`src/rtl/alarm_clock_if.sv`:
```
`default_nettype none
// ==========================================================================
// alarm_clock_if : button/alarm-control inputs and display/ring outputs
// Rev 1.0
// ==========================================================================
interface alarm_clock_if #(
   parameter int N_ALARM = 2
);
   localparam int c_IDX_W = (N_ALARM > 1) ? $clog2(N_ALARM) : 1;

   logic               up_p;
   logic               down_p;
   logic               center_p;
   logic [c_IDX_W-1:0] alarm_idx;
   logic [N_ALARM-1:0] alarm_en;
   logic [7:0]         hh_bcd;
   logic [7:0]         mm_bcd;
   logic [7:0]         ss_bcd;
   logic [2:0]         state_o;
   logic [N_ALARM-1:0] ring;
   logic               ring_any;
   logic               sec_tick;

   modport master (
      output up_p, down_p, center_p, alarm_idx, alarm_en,
      input  hh_bcd, mm_bcd, ss_bcd, state_o, ring, ring_any, sec_tick
   );

   modport slave (
      input  up_p, down_p, center_p, alarm_idx, alarm_en,
      output hh_bcd, mm_bcd, ss_bcd, state_o, ring, ring_any, sec_tick
   );
endinterface
`default_nettype wire

```
`src/rtl/alarm_clock_core.sv`:
```
`default_nettype none
// ==========================================================================
// alarm_clock_core : 24h clock with set FSM and N independent alarm channels
// Rev 1.0
// ==========================================================================
module alarm_clock_core #(
   parameter int CLK_DIV = 50000000,
   parameter int N_ALARM = 2,
   parameter int RING_S  = 60
) (
   input  wire          clk,
   input  wire          rst_n,
   alarm_clock_if.slave bus
);
   localparam int c_IDX_W = (N_ALARM > 1) ? $clog2(N_ALARM) : 1;
   localparam int c_DIV_W = $clog2(CLK_DIV);
   localparam logic [c_DIV_W-1:0] c_DIV_LAST  = c_DIV_W'(CLK_DIV - 1);
   localparam logic [7:0]         c_RING_LAST = 8'(RING_S - 1);

   typedef enum logic [2:0] {
      S_RUN    = 3'd0,
      S_T_HOUR = 3'd1,
      S_T_MIN  = 3'd2,
      S_A_HOUR = 3'd3,
      S_A_MIN  = 3'd4
   } state_t;

   state_t             r_state;
   state_t             w_state_nxt;
   logic [c_DIV_W-1:0] r_div;
   logic               r_sec_tick;
   logic [4:0]         r_hh;
   logic [5:0]         r_mm;
   logic [5:0]         r_ss;
   logic [4:0]         r_al_hh [N_ALARM];
   logic [5:0]         r_al_mm [N_ALARM];
   logic [7:0]         r_hh_bcd;
   logic [7:0]         r_mm_bcd;
   logic [7:0]         r_ss_bcd;
   logic [N_ALARM-1:0] w_ring;

   logic               w_up;
   logic               w_dn;
   logic               w_adj;
   logic               w_edit;
   logic               w_edit_nxt;
   logic               w_alarm_mode;
   logic               w_idx_ok;
   logic               w_tick;
   logic               w_clr_all;
   logic               w_ring_any;
   logic [c_IDX_W-1:0] w_sel;
   logic [4:0]         w_hh_step;
   logic [5:0]         w_mm_step;
   logic [4:0]         w_al_hh_step;
   logic [5:0]         w_al_mm_step;
   logic [5:0]         w_disp_h;
   logic [5:0]         w_disp_m;
   logic [5:0]         w_disp_s;

   function automatic logic [4:0] f_step_h(input logic [4:0] v, input logic up);
      logic [4:0] res;
      if (up) res = (v == 5'd23) ? 5'd0  : v + 5'd1;
      else    res = (v == 5'd0)  ? 5'd23 : v - 5'd1;
      return res;
   endfunction

   function automatic logic [5:0] f_step_m(input logic [5:0] v, input logic up);
      logic [5:0] res;
      if (up) res = (v == 6'd59) ? 6'd0  : v + 6'd1;
      else    res = (v == 6'd0)  ? 6'd59 : v - 6'd1;
      return res;
   endfunction

   function automatic logic [7:0] f_bcd(input logic [5:0] v);
      logic [5:0] rem;
      logic [3:0] tens;
      rem  = v;
      tens = 4'd0;
      for (int k = 0; k < 5; k++) begin
         if (rem >= 6'd10) begin
            rem  = rem - 6'd10;
            tens = tens + 4'd1;
         end
      end
      return {tens, 4'd0} | {2'b00, rem};
   endfunction

   // Simultaneous up/down cancels out
   assign w_up         = bus.up_p & ~bus.down_p;
   assign w_dn         = bus.down_p & ~bus.up_p;
   assign w_adj        = w_up | w_dn;
   assign w_edit       = (r_state == S_T_HOUR) || (r_state == S_T_MIN);
   assign w_edit_nxt   = (w_state_nxt == S_T_HOUR) || (w_state_nxt == S_T_MIN);
   assign w_alarm_mode = (r_state == S_A_HOUR) || (r_state == S_A_MIN);
   assign w_idx_ok     = int'(bus.alarm_idx) < N_ALARM;
   assign w_sel        = w_idx_ok ? bus.alarm_idx : '0;
   assign w_tick       = !w_edit && (r_div == c_DIV_LAST);
   assign w_ring_any   = |w_ring;
   assign w_clr_all    = ((r_state == S_RUN) && bus.center_p) || w_edit_nxt;

   assign w_hh_step    = f_step_h(r_hh, w_up);
   assign w_mm_step    = f_step_m(r_mm, w_up);
   assign w_al_hh_step = f_step_h(r_al_hh[w_sel], w_up);
   assign w_al_mm_step = f_step_m(r_al_mm[w_sel], w_up);

   always_ff @(posedge clk or negedge rst_n) begin
      if (!rst_n) r_state <= S_RUN;
      else        r_state <= w_state_nxt;
   end

   always_comb begin
      w_state_nxt = r_state;
      case (r_state)
         S_RUN:    if (bus.center_p && !w_ring_any) w_state_nxt = S_T_HOUR;
         S_T_HOUR: if (bus.center_p) w_state_nxt = S_T_MIN;
         S_T_MIN:  if (bus.center_p) w_state_nxt = S_A_HOUR;
         S_A_HOUR: if (bus.center_p) w_state_nxt = S_A_MIN;
         S_A_MIN:  if (bus.center_p) w_state_nxt = S_RUN;
         default:  w_state_nxt = S_RUN;
      endcase
   end

   // The tick pulse is dropped when the FSM is about to freeze time
   always_ff @(posedge clk or negedge rst_n) begin
      if (!rst_n) begin
         r_div      <= '0;
         r_sec_tick <= 1'b0;
      end else begin
         r_sec_tick <= w_tick && !w_edit_nxt;
         if (w_edit || w_tick) r_div <= '0;
         else                  r_div <= r_div + 1'b1;
      end
   end

   always_ff @(posedge clk or negedge rst_n) begin
      if (!rst_n) begin
         r_hh <= 5'd0;
         r_mm <= 6'd0;
         r_ss <= 6'd0;
      end else if (w_tick) begin
         if (r_ss == 6'd59) begin
            r_ss <= 6'd0;
            if (r_mm == 6'd59) begin
               r_mm <= 6'd0;
               r_hh <= (r_hh == 5'd23) ? 5'd0 : r_hh + 5'd1;
            end else begin
               r_mm <= r_mm + 6'd1;
            end
         end else begin
            r_ss <= r_ss + 6'd1;
         end
      end else if ((r_state == S_T_HOUR) && w_adj) begin
         r_hh <= w_hh_step;
      end else if ((r_state == S_T_MIN) && w_adj) begin
         r_mm <= w_mm_step;
         r_ss <= 6'd0;
      end
   end

   always_ff @(posedge clk or negedge rst_n) begin
      if (!rst_n) begin
         for (int i = 0; i < N_ALARM; i++) begin
            r_al_hh[i] <= 5'd0;
            r_al_mm[i] <= 6'd0;
         end
      end else if (w_alarm_mode && w_idx_ok && w_adj) begin
         if (r_state == S_A_HOUR) r_al_hh[w_sel] <= w_al_hh_step;
         else                     r_al_mm[w_sel] <= w_al_mm_step;
      end
   end

   // Match is evaluated while the tick pulse is high, i.e. on the freshly advanced time
   generate
      for (genvar gi = 0; gi < N_ALARM; gi++) begin : g_ring
         logic [7:0] r_cnt;
         logic       r_bit;
         logic       w_match;
         logic       w_clr;

         assign w_match = r_sec_tick && bus.alarm_en[gi] && (r_ss == 6'd0)
                          && (r_hh == r_al_hh[gi]) && (r_mm == r_al_mm[gi]);
         assign w_clr   = w_clr_all || !bus.alarm_en[gi]
                          || (r_bit && r_sec_tick && (r_cnt == c_RING_LAST));

         always_ff @(posedge clk or negedge rst_n) begin
            if (!rst_n) begin
               r_bit <= 1'b0;
               r_cnt <= 8'd0;
            end else if (w_clr) begin
               r_bit <= 1'b0;
               r_cnt <= 8'd0;
            end else if (w_match) begin
               r_bit <= 1'b1;
               r_cnt <= 8'd0;
            end else if (r_bit && r_sec_tick) begin
               r_cnt <= r_cnt + 8'd1;
            end
         end

         assign w_ring[gi] = r_bit;
      end
   endgenerate

   always_comb begin
      w_disp_h = {1'b0, r_hh};
      w_disp_m = r_mm;
      w_disp_s = r_ss;
      if (w_alarm_mode) begin
         w_disp_s = 6'd0;
         if (w_idx_ok) begin
            w_disp_h = {1'b0, r_al_hh[w_sel]};
            w_disp_m = r_al_mm[w_sel];
         end else begin
            w_disp_h = 6'd0;
            w_disp_m = 6'd0;
         end
      end
   end

   always_ff @(posedge clk or negedge rst_n) begin
      if (!rst_n) begin
         r_hh_bcd <= 8'h00;
         r_mm_bcd <= 8'h00;
         r_ss_bcd <= 8'h00;
      end else begin
         r_hh_bcd <= f_bcd(w_disp_h);
         r_mm_bcd <= f_bcd(w_disp_m);
         r_ss_bcd <= f_bcd(w_disp_s);
      end
   end

   assign bus.hh_bcd   = r_hh_bcd;
   assign bus.mm_bcd   = r_mm_bcd;
   assign bus.ss_bcd   = r_ss_bcd;
   assign bus.state_o  = r_state;
   assign bus.ring     = w_ring;
   assign bus.ring_any = w_ring_any;
   assign bus.sec_tick = r_sec_tick;
endmodule
`default_nettype wire
```
`src/flat_wrapper.sv`:
```
// flat-port wrapper written by rule: the top's interface ports become plain ports
module alarm_clock_core_flat 
#(
   parameter int CLK_DIV = 50000000,
   parameter int N_ALARM = 2,
   parameter int RING_S  = 60
)
  (clk, rst_n, bus_up_p, bus_down_p, bus_center_p, bus_alarm_idx, bus_alarm_en, bus_hh_bcd, bus_mm_bcd, bus_ss_bcd, bus_state_o, bus_ring, bus_ring_any, bus_sec_tick);
  alarm_clock_if #(.N_ALARM(N_ALARM)) bus_i ();
  input  wire clk;
  input  wire rst_n;
  input wire logic [$bits(bus_i.up_p)-1:0] bus_up_p;
  input wire logic [$bits(bus_i.down_p)-1:0] bus_down_p;
  input wire logic [$bits(bus_i.center_p)-1:0] bus_center_p;
  input wire logic [$bits(bus_i.alarm_idx)-1:0] bus_alarm_idx;
  input wire logic [$bits(bus_i.alarm_en)-1:0] bus_alarm_en;
  output wire logic [$bits(bus_i.hh_bcd)-1:0] bus_hh_bcd;
  output wire logic [$bits(bus_i.mm_bcd)-1:0] bus_mm_bcd;
  output wire logic [$bits(bus_i.ss_bcd)-1:0] bus_ss_bcd;
  output wire logic [$bits(bus_i.state_o)-1:0] bus_state_o;
  output wire logic [$bits(bus_i.ring)-1:0] bus_ring;
  output wire logic [$bits(bus_i.ring_any)-1:0] bus_ring_any;
  output wire logic [$bits(bus_i.sec_tick)-1:0] bus_sec_tick;
  assign bus_i.up_p = bus_up_p;
  assign bus_i.down_p = bus_down_p;
  assign bus_i.center_p = bus_center_p;
  assign bus_i.alarm_idx = bus_alarm_idx;
  assign bus_i.alarm_en = bus_alarm_en;
  assign bus_hh_bcd = bus_i.hh_bcd;
  assign bus_mm_bcd = bus_i.mm_bcd;
  assign bus_ss_bcd = bus_i.ss_bcd;
  assign bus_state_o = bus_i.state_o;
  assign bus_ring = bus_i.ring;
  assign bus_ring_any = bus_i.ring_any;
  assign bus_sec_tick = bus_i.sec_tick;
  alarm_clock_core #(.CLK_DIV(CLK_DIV), .N_ALARM(N_ALARM), .RING_S(RING_S)) u_core (.clk(clk), .rst_n(rst_n), .bus(bus_i));
endmodule
```
`config.mk`:
```
export PLATFORM = sky130hd
export DESIGN_NAME = alarm_clock_core_flat
export DESIGN_NICKNAME = d
export VERILOG_FILES = /design/src/rtl/alarm_clock_if.sv /design/src/rtl/alarm_clock_core.sv /design/src/flat_wrapper.sv
export SDC_FILE = /design/constraint.sdc
export NUM_CORES = 1
export LEC_CHECK = 0
export CAP_MARGIN = 5
export CORE_AREA = 2 2 164 150
export CTS_BUF_LIST = sky130_fd_sc_hd__clkbuf_4 sky130_fd_sc_hd__clkbuf_8
export DETAILED_ROUTE_END_ITERATION = 16
export DIE_AREA = 0 0 166 152
export SLEW_MARGIN = 5
export SYNTH_ARGS = -nofsm -noshare
export SYNTH_HDL_FRONTEND = slang
export SYNTH_SLANG_ARGS = --single-unit
```
`constraint.sdc`:
```
create_clock -name clk -period 6.2 [get_ports clk]
set_input_delay 1.24 -clock clk [delete_from_list [all_inputs] [get_ports clk]]
set_output_delay 1.24 -clock clk [all_outputs]
set_load 0.1 [all_outputs]
```
Yosys cells after proc, flatten, opt, wreduce, memory -nomap -nowiden
Cells that the tools add are included.
- register bits after elaboration: 111
- bits in latches: 0
- RAM bits: 0
- ROM bits: 0
- logic and storage cells: 242
- memories: 0
- add/sub/neg operators: 39
- $mul: 0
- div/mod/pow operators: 0
- $lt $le $gt $ge: 17
- equal/unequal tests: 21
- shift-type cells: 0
- muxes and demuxes: 86
- bitwise operators: 10
- reduce and logical (&&, ||, !) cells: 52
- operators with widths (operator ; number):
    $mux W6 ; 35
    $ge A6 B4 Y1 const B ; 14
    $sub A6 B4 Y6 const B ; 14
    $mux W5 ; 15
    $mux W4 ; 12
    $mux W8 ; 6
    $add A4 B1 Y4 const B ; 10
    $add A26 B1 Y26 const B ; 1
    $eq A26 B26 Y1 const B ; 1
    $mux W26 ; 1
    $or A8 B6 Y8 ; 3
    $logic_and A1 B1 Y1 ; 20
    $add A6 B1 Y6 const B ; 3
    $eq A6 B6 Y1 const B ; 3
    $logic_not A6 Y1 ; 3
    $add A8 B1 Y8 const B ; 2
    $eq A8 B6 Y1 const B ; 2
    $mux W3 ; 5
    $pmux W3 S5 ; 1
    $bwmux W12 ; 1
    $eq A6 B6 Y1 ; 2
    $sub A6 B1 Y6 const B ; 2
    $add A5 B1 Y5 const B ; 2
    $bwmux W10 ; 1
    29 further kinds ; 66

Logic depth before layout (Yosys ltp)
Gate-level depths: netlist of run 1.
- word-level depth: 16
- mapped depth: 32

Worst setup path after synthesis of run 1
Ideal clock, no wire load.
- kind: input-to-reg
- start point: input bus_alarm_idx
- end point: register u_core.r_mm_bcd[5] (netlist: u_core.bus.mm_bcd[5])
- arrival time: 7021 ps
- setup slack: -945 ps
- stages on the path: 31
- buffers on the path: 3
- cells stage by stage: buf_4 -> buf_6 -> mux2_2 -> a211oi_4 -> nor2_1 -> a21oi_1 -> xnor2_1 -> ha_1 -> and3b_1 -> nand4_1 -> o31ai_1 -> o32ai_2 -> mux2i_2 -> inv_2 -> buf_6 -> ha_1 -> nand2_1 -> a21oi_1 -> o31ai_1 -> inv_1 -> ha_1 -> and2_1 -> a311o_1 -> nor3_1 -> a211oi_4 -> nor2_4 -> mux2_2 -> ha_1 -> a21o_1 -> a21oi_1 -> o2bb2ai_1
- word-level cells in the longest chain between the ends: 16
- ends and longest elaborated chain (item ; RTL line ; text):
    from (decl) ; flat_wrapper.sv:15 ; input wire logic [$bits(bus_i.alarm_idx)-1:0] bus_alarm_idx;
    $not A1 Y2 (implied by the code) (*) ; alarm_clock_core.sv:213 ; w_disp_m = r_al_mm[w_sel];
    $mux W6 (implied by the code) (*) (3 in a row) ; alarm_clock_core.sv:213 ;
    $mux W6 (*) ; alarm_clock_core.sv:209 ; if (w_alarm_mode) begin
    $sub A6 B4 Y6 or $ge A6 B4 Y1 (tied branches) ; alarm_clock_core.sv:82, alarm_clock_core.sv:81 ;
    $mux W6 or $mux W1 (tied branches) ; alarm_clock_core.sv:81 ; if (rem >= 6'd10) begin
    $sub A6 B4 Y6 (tied with other cells) ; alarm_clock_core.sv:82 ; rem = rem - 6'd10;
    $mux W6 or $mux W4 (tied branches) ; alarm_clock_core.sv:81 ;
    $sub A6 B4 Y6 (tied with other cells) ; alarm_clock_core.sv:82 ;
    $mux W6 or $mux W4 (tied branches) ; alarm_clock_core.sv:81 ;
    $sub A6 B4 Y6 (tied with other cells) ; alarm_clock_core.sv:82 ;
    $mux W6 or $mux W4 (tied branches) ; alarm_clock_core.sv:81 ;
    $sub A6 B4 Y6 (tied with other cells) ; alarm_clock_core.sv:82 ;
    $mux W6 or $mux W4 (tied branches) ; alarm_clock_core.sv:81 ;
    $or A8 B6 Y8 (*) ; alarm_clock_core.sv:86 ; return {tens, 4'd0} | {2'b00, rem};
    to (signal assigned) ; alarm_clock_core.sv:228 ; r_mm_bcd <= f_bcd(w_disp_m);
    to (decl) ; alarm_clock_core.sv:38 ; logic [7:0] r_mm_bcd;
Mark *: on every way between the ends. The rest lies on a longest branch, timed or not. The select of a mux whose other input is x is not followed.
A chain may end at the register's enable or synchronous reset.

Final worst setup path of run 1
Ends and elaborated chain as after synthesis.

==> flow_metrics.tcl, run 1 <==
set metrics [dict create \
    synth-async-reset-ratio_pct 100.0 \
    via_count 8419 \
    drt-wirelength-per-cell_um 15.47 \
    min_path_type "flop to flop" \
    drt_iter0_drc 596 \
    relSlewSlack_pct 31.61 \
    cts_htree_levels 3 \
    finalSetupViolCount 0 \
    cap_violations 0 \
    synth_top_area_share_pct 30.12 \
    antenna_found_initial 0 \
    nets 1241 \
    place_ws_ns -0.5411 \
    routed_wl_mm 23.34 \
    die_x_um 166 \
    ys_seq_area_share_pct 30.12 \
    finalCritPeriodShare_pct 96.33 \
    synth_ff_type "dfrtp_1" \
    die_area_mm2 0.02523 \
    synth-edff-count 0 \
    coreArea_mm2 0.02372 \
    tritoncts "built" \
    gp_congestion 0.8959 \
    drc 0 \
    tns_ns 0 \
    critPathTopFamily "compound AO/OA/AOI/OAI gates" \
    synth_cells 1106 \
    drv_slew 0 \
    cp.required_ns 6.50 \
    start_util_pct 38.89 \
    fmax_mhz 167.4 \
    status "complete, no violations" \
    track_usage_pct 18.53 \
    ys_types 94 \
    fin_ws_ns 0.2275 \
    ant_nets 0 \
    cpPeakStageDelay_ns 0.33 \
    synth_warnings 0 \
    overflow 0 \
    cts_made_buffers 9 \
    worstSkewPairLatency_ns 0.41 \
    grt_pass1_vias 7820 \
    first_pass_iters 5 \
    clk_pin_slew_ns 0.13 \
    place.detailed.hpwl_mm 17.21 \
    crit_fanout 7 \
    rows 54 \
    yosys_register_bits 111 \
    drive_above_1_share_pct 19.23 \
    tightestPinTransition_ns 1.023 \
    min_period_ns 5.972 \
    hold_viol 0 \
    clockBufferDepth 2 \
    syn_area_per_cell_um2 8.339 \
    synthTopCellsByArea "dfrtp_1 (30%), xnor2_1 (5.9%), ha_1 (5.0%), nor2_1 (4.8%), mux2_2 (3.7%)" \
    synth_fp_nets 1151 \
    antenna_cells 0 \
    clockRootBuffer "clkbuf_8" \
    critPathArrivalTime_ns 6.28 \
    port_buffers 38 \
    syn_area_mm2 0.009223 \
    cts_sinks 111 \
    rsz0062_at_grt "no" \
    end_kind "flop" \
    fp.dieH_um 152 \
    area_delta_synth_final_pct 17.12 \
    cp-start-kind "input pin" \
    hold_buffers 0 \
    crit_type "input pin to flop" \
    final.setup_skew_ns 0.02587 \
    critPathBufInv 6 \
    slowest_stage "mux2_4" \
    grt_max_degree 71 \
    drt-vias-per-instance 5.579 \
    ios 39 \
    synth_area_leader_cell "dfrtp_1" \
    grt_pass1_wl_mm 39.44 \
]
## worst paths after layout
path	startpoint	endpoint	slack, ns	cells past startpoint
setup / recovery	bus_alarm_idx	u_core.bus.mm_bcd[5]	0.23	31
hold / removal	u_core.r_div[0]	u_core.r_div[0]	0.50	1
setup reg to reg	u_core.r_ss[1]	u_core.bus.ss_bcd[5]	0.49	23
hold reg to reg	u_core.r_div[0]	u_core.r_div[0]	0.50	1
max in group asynchronous	rst_n	u_core.bus.state_o[2]	4.08	2
min in group asynchronous	rst_n	u_core.bus.mm_bcd[4]	0.96	1
## final cells by class
class,instances,area [µm²]
clock buffers,9,123.9
clock inverters,7,98.84
fillers,2343,12910
inverters,54,202.7
multi-input cells,875,6015
flip-flops and latches,111,2780
well taps,308,385.4
repair buffers,145,1196
## flip-flops by register name, summed over array words and instances, names as in the netlist
| name | flops |
|---|---|
| u_core.r_al_hh | 10 |
| u_core.bus.hh_bcd | 8 |
| u_core.r_div | 26 |
| u_core.bus.state_o | 3 |
| u_core.r_ss | 6 |
| u_core.bus.ss_bcd | 8 |
| u_core.r_hh | 5 |
| u_core.bus.mm_bcd | 8 |
| u_core.g_ring.r_bit | 2 |
| u_core.g_ring.r_cnt | 16 |
| u_core.r_al_mm | 12 |
| u_core.r_mm | 6 |
| u_core.bus.sec_tick | 1 |
## per-layer routing
metal | vias to the layer above | wire [µm] | GRT usage [%] | part of all wire (%)
met5 | - | 0 | 0 | 0
met4 | 0 | 231 | 3.561 | 0.99
met3 | 16 | 1045 | 2.631 | 4.5
met2 | 203 | 10400 | 28.69 | 45
met1 | 4021 | 11660 | 27.66 | 50
li1 | 4179 | - | - | -
## synth_stat cells (all sizes together), types with 16 or more instances
| library cell | n |
|---|---|
| clkbuf | 42 |
| nand3 | 43 |
| ha | 37 |
| a31oi | 25 |
| o21ai | 75 |
| mux2 | 30 |
| inv | 54 |
| xnor2 | 63 |
| xor2 | 29 |
| a21oi | 57 |
| buf | 24 |
| nand4 | 21 |
| nor2 | 120 |
| nor3 | 35 |
| mux2i | 20 |
| dfrtp | 111 |
| nor4 | 16 |
| a211oi | 18 |
| nand2 | 85 |
## cells in the final DEF, fill, tap and decap left out, drive strengths merged, types with 9 or more instances in the layout
cell type and count:
a21oi 57, nand4 21, a211oi 18, clkdlybuf4s50 36, or2 11, nand3 43, o21ai 75, o22ai 14
o211ai 12, dfrtp 111, nor4 16, mux2i 20, or3 13, clkbuf 10, nand2 85, nor3 35
xor2 29, buf 107, mux2 30, and2 14, and3 12, ha 37, a31oi 25, nor2b 9
nor2 120, inv 56, xnor2 63, o31ai 10, nand2b 9
## per-stage QoR
step	cells	util (%)	hold WS [ns]	cell area (µm²)
2_1_floorplan	1106	-	0.4552	9336
3_3_place_gp	1487	44.26	0.4851	10500
3_5_place_dp	1487	44.26	0.4895	10500
4_1_cts	1505	45.28	0.5082	10740
5_1_grt	1509	45.55	0.5307	10800
6_report	1509	45.55	0.5041	10800
## cell families (layout without fill, tap and decap cells)
group                    after synthesis  count (layout)  synth area share, %
AO/OA/AOI/OAI                        278             278                20.69
AND/OR/NAND/NOR                      418             418                23.13
buffers and inverters                120             215                6.091
flip-flops                           111             111                30.12
XOR/XNOR                              92              92                8.818
adder cells (fa/ha/maj)               37              37                5.020
multiplexers                          50              50                6.132
## timing repair
item,CTS,global route
setup endpoints to repair,1,12
setup buffers,2,4
resized for setup,1,8
pin swaps,5,10
Power of run 1 is left out: the tool's default activity adds up to more than one toggle a clock period on the data nets, which glitch-free logic cannot reach.
==> run 2: changes to the inputs <==
- CORE_AREA: 2 2 164 150 -> 2 2 155 157
- DIE_AREA: 0 0 166 152 -> 0 0 157 159
==> flow_metrics.tcl, run 2 (synthesis gave the netlist of run 1 again) <==
set metrics [dict create \
    end_kind "flop" \
    drt-wirelength-per-cell_um 15.32 \
    track_usage_pct 18.96 \
    die_x_um 157 \
    cpPeakStageDelay_ns 0.40 \
    status "complete, no violations" \
    fp.dieH_um 159 \
    drive_above_1_share_pct 18.80 \
    drv_slew 0 \
    nets 1237 \
    wl_met2_mm 10.26 \
    hold_depth 1 \
    tritoncts "built" \
    grt_max_degree 69 \
    coreArea_mm2 0.02319 \
    overflow 0 \
    cts_made_buffers 9 \
    place_ws_ns -0.4533 \
    critPathArrivalTime_ns 6.14 \
    slowest_stage "or3_4" \
    area_delta_synth_final_pct 16.81 \
    start_util_pct 39.77 \
    layout_common_cells "nor2_1 (118), dfrtp_1 (110), buf_4 (103)" \
    r2r_cells 25 \
    postPlaceCellArea_mm2 0.01051 \
    min_period_ns 5.824 \
    cts_htree_levels 3 \
    cp-start-kind "input pin" \
    relSlewSlack_pct 31.14 \
    clockBufferDepth 2 \
    post-route-util_pct 46.45 \
    cap_violations 0 \
    hold_buffers 0 \
    port_buffers 38 \
    routed_wl_mm 23.23 \
    first_pass_iters 5 \
    die_area_mm2 0.02496 \
    rows 56 \
    via_count 8375 \
    drc 0 \
    hold_viol 0 \
    fmax_mhz 171.7 \
    grt_pass1_vias 7819 \
    antenna_found_initial 0 \
    clk_pin_slew_ns 0.13 \
    drt_iter0_drc 418 \
    drt-vias-per-instance 5.524 \
    place.detailed.hpwl_mm 17.21 \
    rsz0062_at_grt "no" \
    grt_pass1_wl_mm 39.03 \
    final_common_cell "nor2_1" \
    tightestPinTransition_ns 1.030 \
    highest_layer "met4" \
    crit_fanout 8 \
    ios 39 \
    final.setup_skew_ns 0.02539 \
    antenna_cells 0 \
    gp_congestion 0.9203 \
    cts_sinks 111 \
    worstSkewPairLatency_ns 0.43 \
    nFillCells 2258 \
    min_path_type "flop to flop" \
    m1WireLength_mm 11.55 \
    finalSetupViolCount 0 \
    cp.required_ns 6.51 \
    ant_nets 0 \
    critPathBufInv 4 \
    finalCritPeriodShare_pct 93.93 \
    top_register "u_core.r_div" \
    largest_registers "u_core.r_div: 26 flops, u_core.g_ring.r_cnt: 16 flops, u_core.r_al_mm: 12 flops" \
    largest_reg_flops 26 \
    final_area_mm2 0.01077 \
    dr_wl_met3_um 889 \
    clockRootBuffer "clkbuf_8" \
    whs_ns 0.4918 \
    critPathTopFamily "simple AND/OR/NAND/NOR gates" \
    cp.depth 29 \
    fin_ws_ns 0.3762 \
    crit_type "input pin to flop" \
]
run 2: layer usage:
layer / global-route usage (%) / vias up
li1: - / 4166
met1: 27.12 / 3993
met2: 29.33 / 180
met3: 2.722 / 36
met4: 6.255 / 0
met5: 0 / -
run 2: per-stage QoR:
| step | TNS, ns | instances |
|---|---|---|
| 5_1_grt | 0 | 1516 |
| 3_3_place_gp | -1.544 | 1498 |
| 6_report | 0 | 1516 |
| 2_1_floorplan | -0.5187 | 1106 |
| 4_1_cts | 0 | 1514 |
| 3_5_place_dp | -1.951 | 1498 |
run 2: what timing repair did:
action                                  4_1_cts  5_1_grt
pin swaps                                     1        7
buffers inserted                              0        2
resized for setup                             0        5
endpoints found under the setup margin        1        8
run 2: worst reg2reg max path: stages (launching register included):
cell and delay [ns]:
dfrtp_1 0.50, and3b_1 0.40, buf_4 0.26, nor2_1 0.21, and2_1 0.16, ha_1 0.13
nand2_1 0.09, o21ai_1 0.27, xor2_1 0.20, and2_1 0.20, ha_1 0.19, nand2_1 0.07
a211oi_1 0.35, or2_2 0.26, nor2_1 0.06, a21oi_1 0.24, ha_1 0.25, o21ai_0 0.08
o21ai_0 0.23, a31oi_1 0.14, o221ai_2 0.28, mux2i_1 0.32, inv_1 0.07, ha_1 0.30
and4b_1 0.19, a211oi_1 0.20
run 2: path summary, 6_finish.rpt:
check                           slack, ns               endpoint             startpoint
max in group asynchronous            4.17  u_core.bus.state_o[2]                  rst_n
worst min register to register       0.49        u_core.r_div[0]        u_core.r_div[0]
worst min-delay path                 0.49        u_core.r_div[0]        u_core.r_div[0]
min in group asynchronous            0.92       u_core.r_div[23]                  rst_n
worst max-delay path                 0.38   u_core.bus.mm_bcd[5]          bus_alarm_idx
worst max register to register       0.48   u_core.bus.ss_bcd[5]  u_core.bus.state_o[1]
run 2: layout make-up:
type,instances,area (µm²),area share [%]
Multi-Input combinational cell,875,6002,55.71
Inverter,54,202.7,1.882
Sequential cell,111,2779,25.80
Tap cell,319,399.1,3.705
Clock buffer,9,123.9,1.150
Clock inverter,7,100.1,0.9292
Timing Repair Buffer,141,1166,10.82
Power of run 2 is left out for the same reason.
==> run 3: changes to the inputs <==
- SLEW_MARGIN: 5 -> unset
- clock period: 6.2 -> 6.4 ns (I/O delays scaled with it)
==> flow_metrics.tcl, run 3 (synthesis gave the netlist of run 1 again) <==
set metrics [dict create \
    status "complete, no violations" \
    min_period_ns 5.884 \
    hold_buffers 0 \
    worstSkewPairLatency_ns 0.41 \
    clk_pin_slew_ns 0.12 \
    rows 56 \
    final.setup_skew_ns 0.01174 \
    routed_wl_mm 23.33 \
    slowest_stage "or3_4" \
    place.detailed.hpwl_mm 17.15 \
    ant_nets 0 \
    cts_sinks 111 \
    die_x_um 157 \
    grt_pass1_wl_mm 39.39 \
    start_util_pct 39.77 \
    finalCritPeriodShare_pct 91.94 \
    grt_pass1_vias 7863 \
    coreArea_mm2 0.02319 \
    fp.dieH_um 159 \
    nets 1222 \
    crit_fanout 7 \
    cp-start-kind "input pin" \
    drc 0 \
    critPathArrivalTime_ns 6.19 \
    tritoncts "built" \
    die_area_mm2 0.02496 \
    drive_above_1_share_pct 18.10 \
    area_delta_synth_final_pct 15.56 \
    final_common_cell "nor2_1" \
    layout_common_cells "nor2_1 (118), dfrtp_1 (109), buf_4 (87)" \
    gp_congestion 0.8945 \
    first_pass_iters 5 \
    clockRootBuffer "clkbuf_8" \
    drt-wirelength-per-cell_um 15.54 \
    crit_type "input pin to flop" \
    drt_iter0_drc 604 \
    finalSetupViolCount 0 \
    critPathBufInv 4 \
    antenna_cells 0 \
    grt_max_degree 67 \
    drv_slew 0 \
    top_register "u_core.r_div" \
    tightestPinTransition_ns 1.201 \
    ios 39 \
    via_count 8350 \
    hold_viol 0 \
    largest_registers "u_core.r_div: 26 flops, u_core.g_ring.r_cnt: 16 flops, u_core.r_al_mm: 12 flops" \
    cap_violations 0 \
    clockBufferDepth 2 \
    largest_reg_flops 26 \
    antenna_found_initial 0 \
    rsz0062_at_grt "no" \
    critPathTopFamily "compound AO/OA/AOI/OAI gates" \
    stdcell_count 1501 \
    cts_htree_levels 3 \
    cpPeakStageDelay_ns 0.39 \
    overflow 0 \
    drt-vias-per-instance 5.563 \
    placedCellCount 1482 \
    track_usage_pct 19.08 \
    end_kind "flop" \
    relSlewSlack_pct 19.17 \
    cp.required_ns 6.71 \
    fmax_mhz 169.9 \
    port_buffers 38 \
    cts_made_buffers 9 \
    min_path_type "flop to flop" \
]
==> run 3: stage by stage <==
stage | TNS (ns) | hold slack, ns | util, % | instance area [µm²] | setup WS [ns]
finish | 0 | 0.4988 | 45.95 | 10660 | 0.5155
global placement | -0.6477 | 0.4843 | 44.80 | 10390 | -0.2720
global route | 0 | 0.5348 | 45.95 | 10660 | 0.04640
floorplan | -0.1646 | 0.4552 | - | 9336 | -0.1646
CTS | 0 | 0.5076 | 45.67 | 10590 | 0.08538
detailed placement | -1.331 | 0.4903 | 44.80 | 10390 | -0.3550
==> run 3: final timing paths <==
path / from / end / depth (start not counted) / slack [ns]
hold / removal: u_core.r_div[0] / u_core.r_div[0] / 1 / 0.50
setup / recovery: bus_alarm_idx / u_core.bus.mm_bcd[5] / 29 / 0.52
max in group asynchronous: rst_n / u_core.bus.state_o[2] / 2 / 4.21
min in group asynchronous: rst_n / u_core.r_div[23] / 1 / 0.86
hold reg to reg: u_core.r_div[0] / u_core.r_div[0] / 1 / 0.50
setup reg to reg: u_core.r_ss[5] / u_core.bus.ss_bcd[5] / 24 / 0.56
==> run 3: repair_timing <==
action                     in CTS  in global routing
hold endpoints to repair        0                  0
buffers inserted                0                  3
resized for setup               0                 10
setup endpoints to repair       0                  8
==> run 3: cell type report <==
type                            instances  area [µm²]
Fill cell                            2313       12530
Sequential cell                       111        2780
Clock buffer                            9       123.9
Tap cell                              319       399.1
Timing Repair Buffer                  126        1057
Inverter                               54       202.7
Clock inverter                          7       77.57
Multi-Input combinational cell        875        6017
==> run 3: layer usage <==
| layer | up-vias | global-route usage (%) | part of all wire [%] |
|---|---|---|---|
| met4 | 0 | 5.213 | 1.8 |
| met5 | - | 0 | 0 |
| met2 | 177 | 29.88 | 45 |
| met1 | 4003 | 27.02 | 49 |
| met3 | 35 | 3.375 | 4.1 |
| li1 | 4135 | - | - |
Power of run 3 is left out for the same reason.
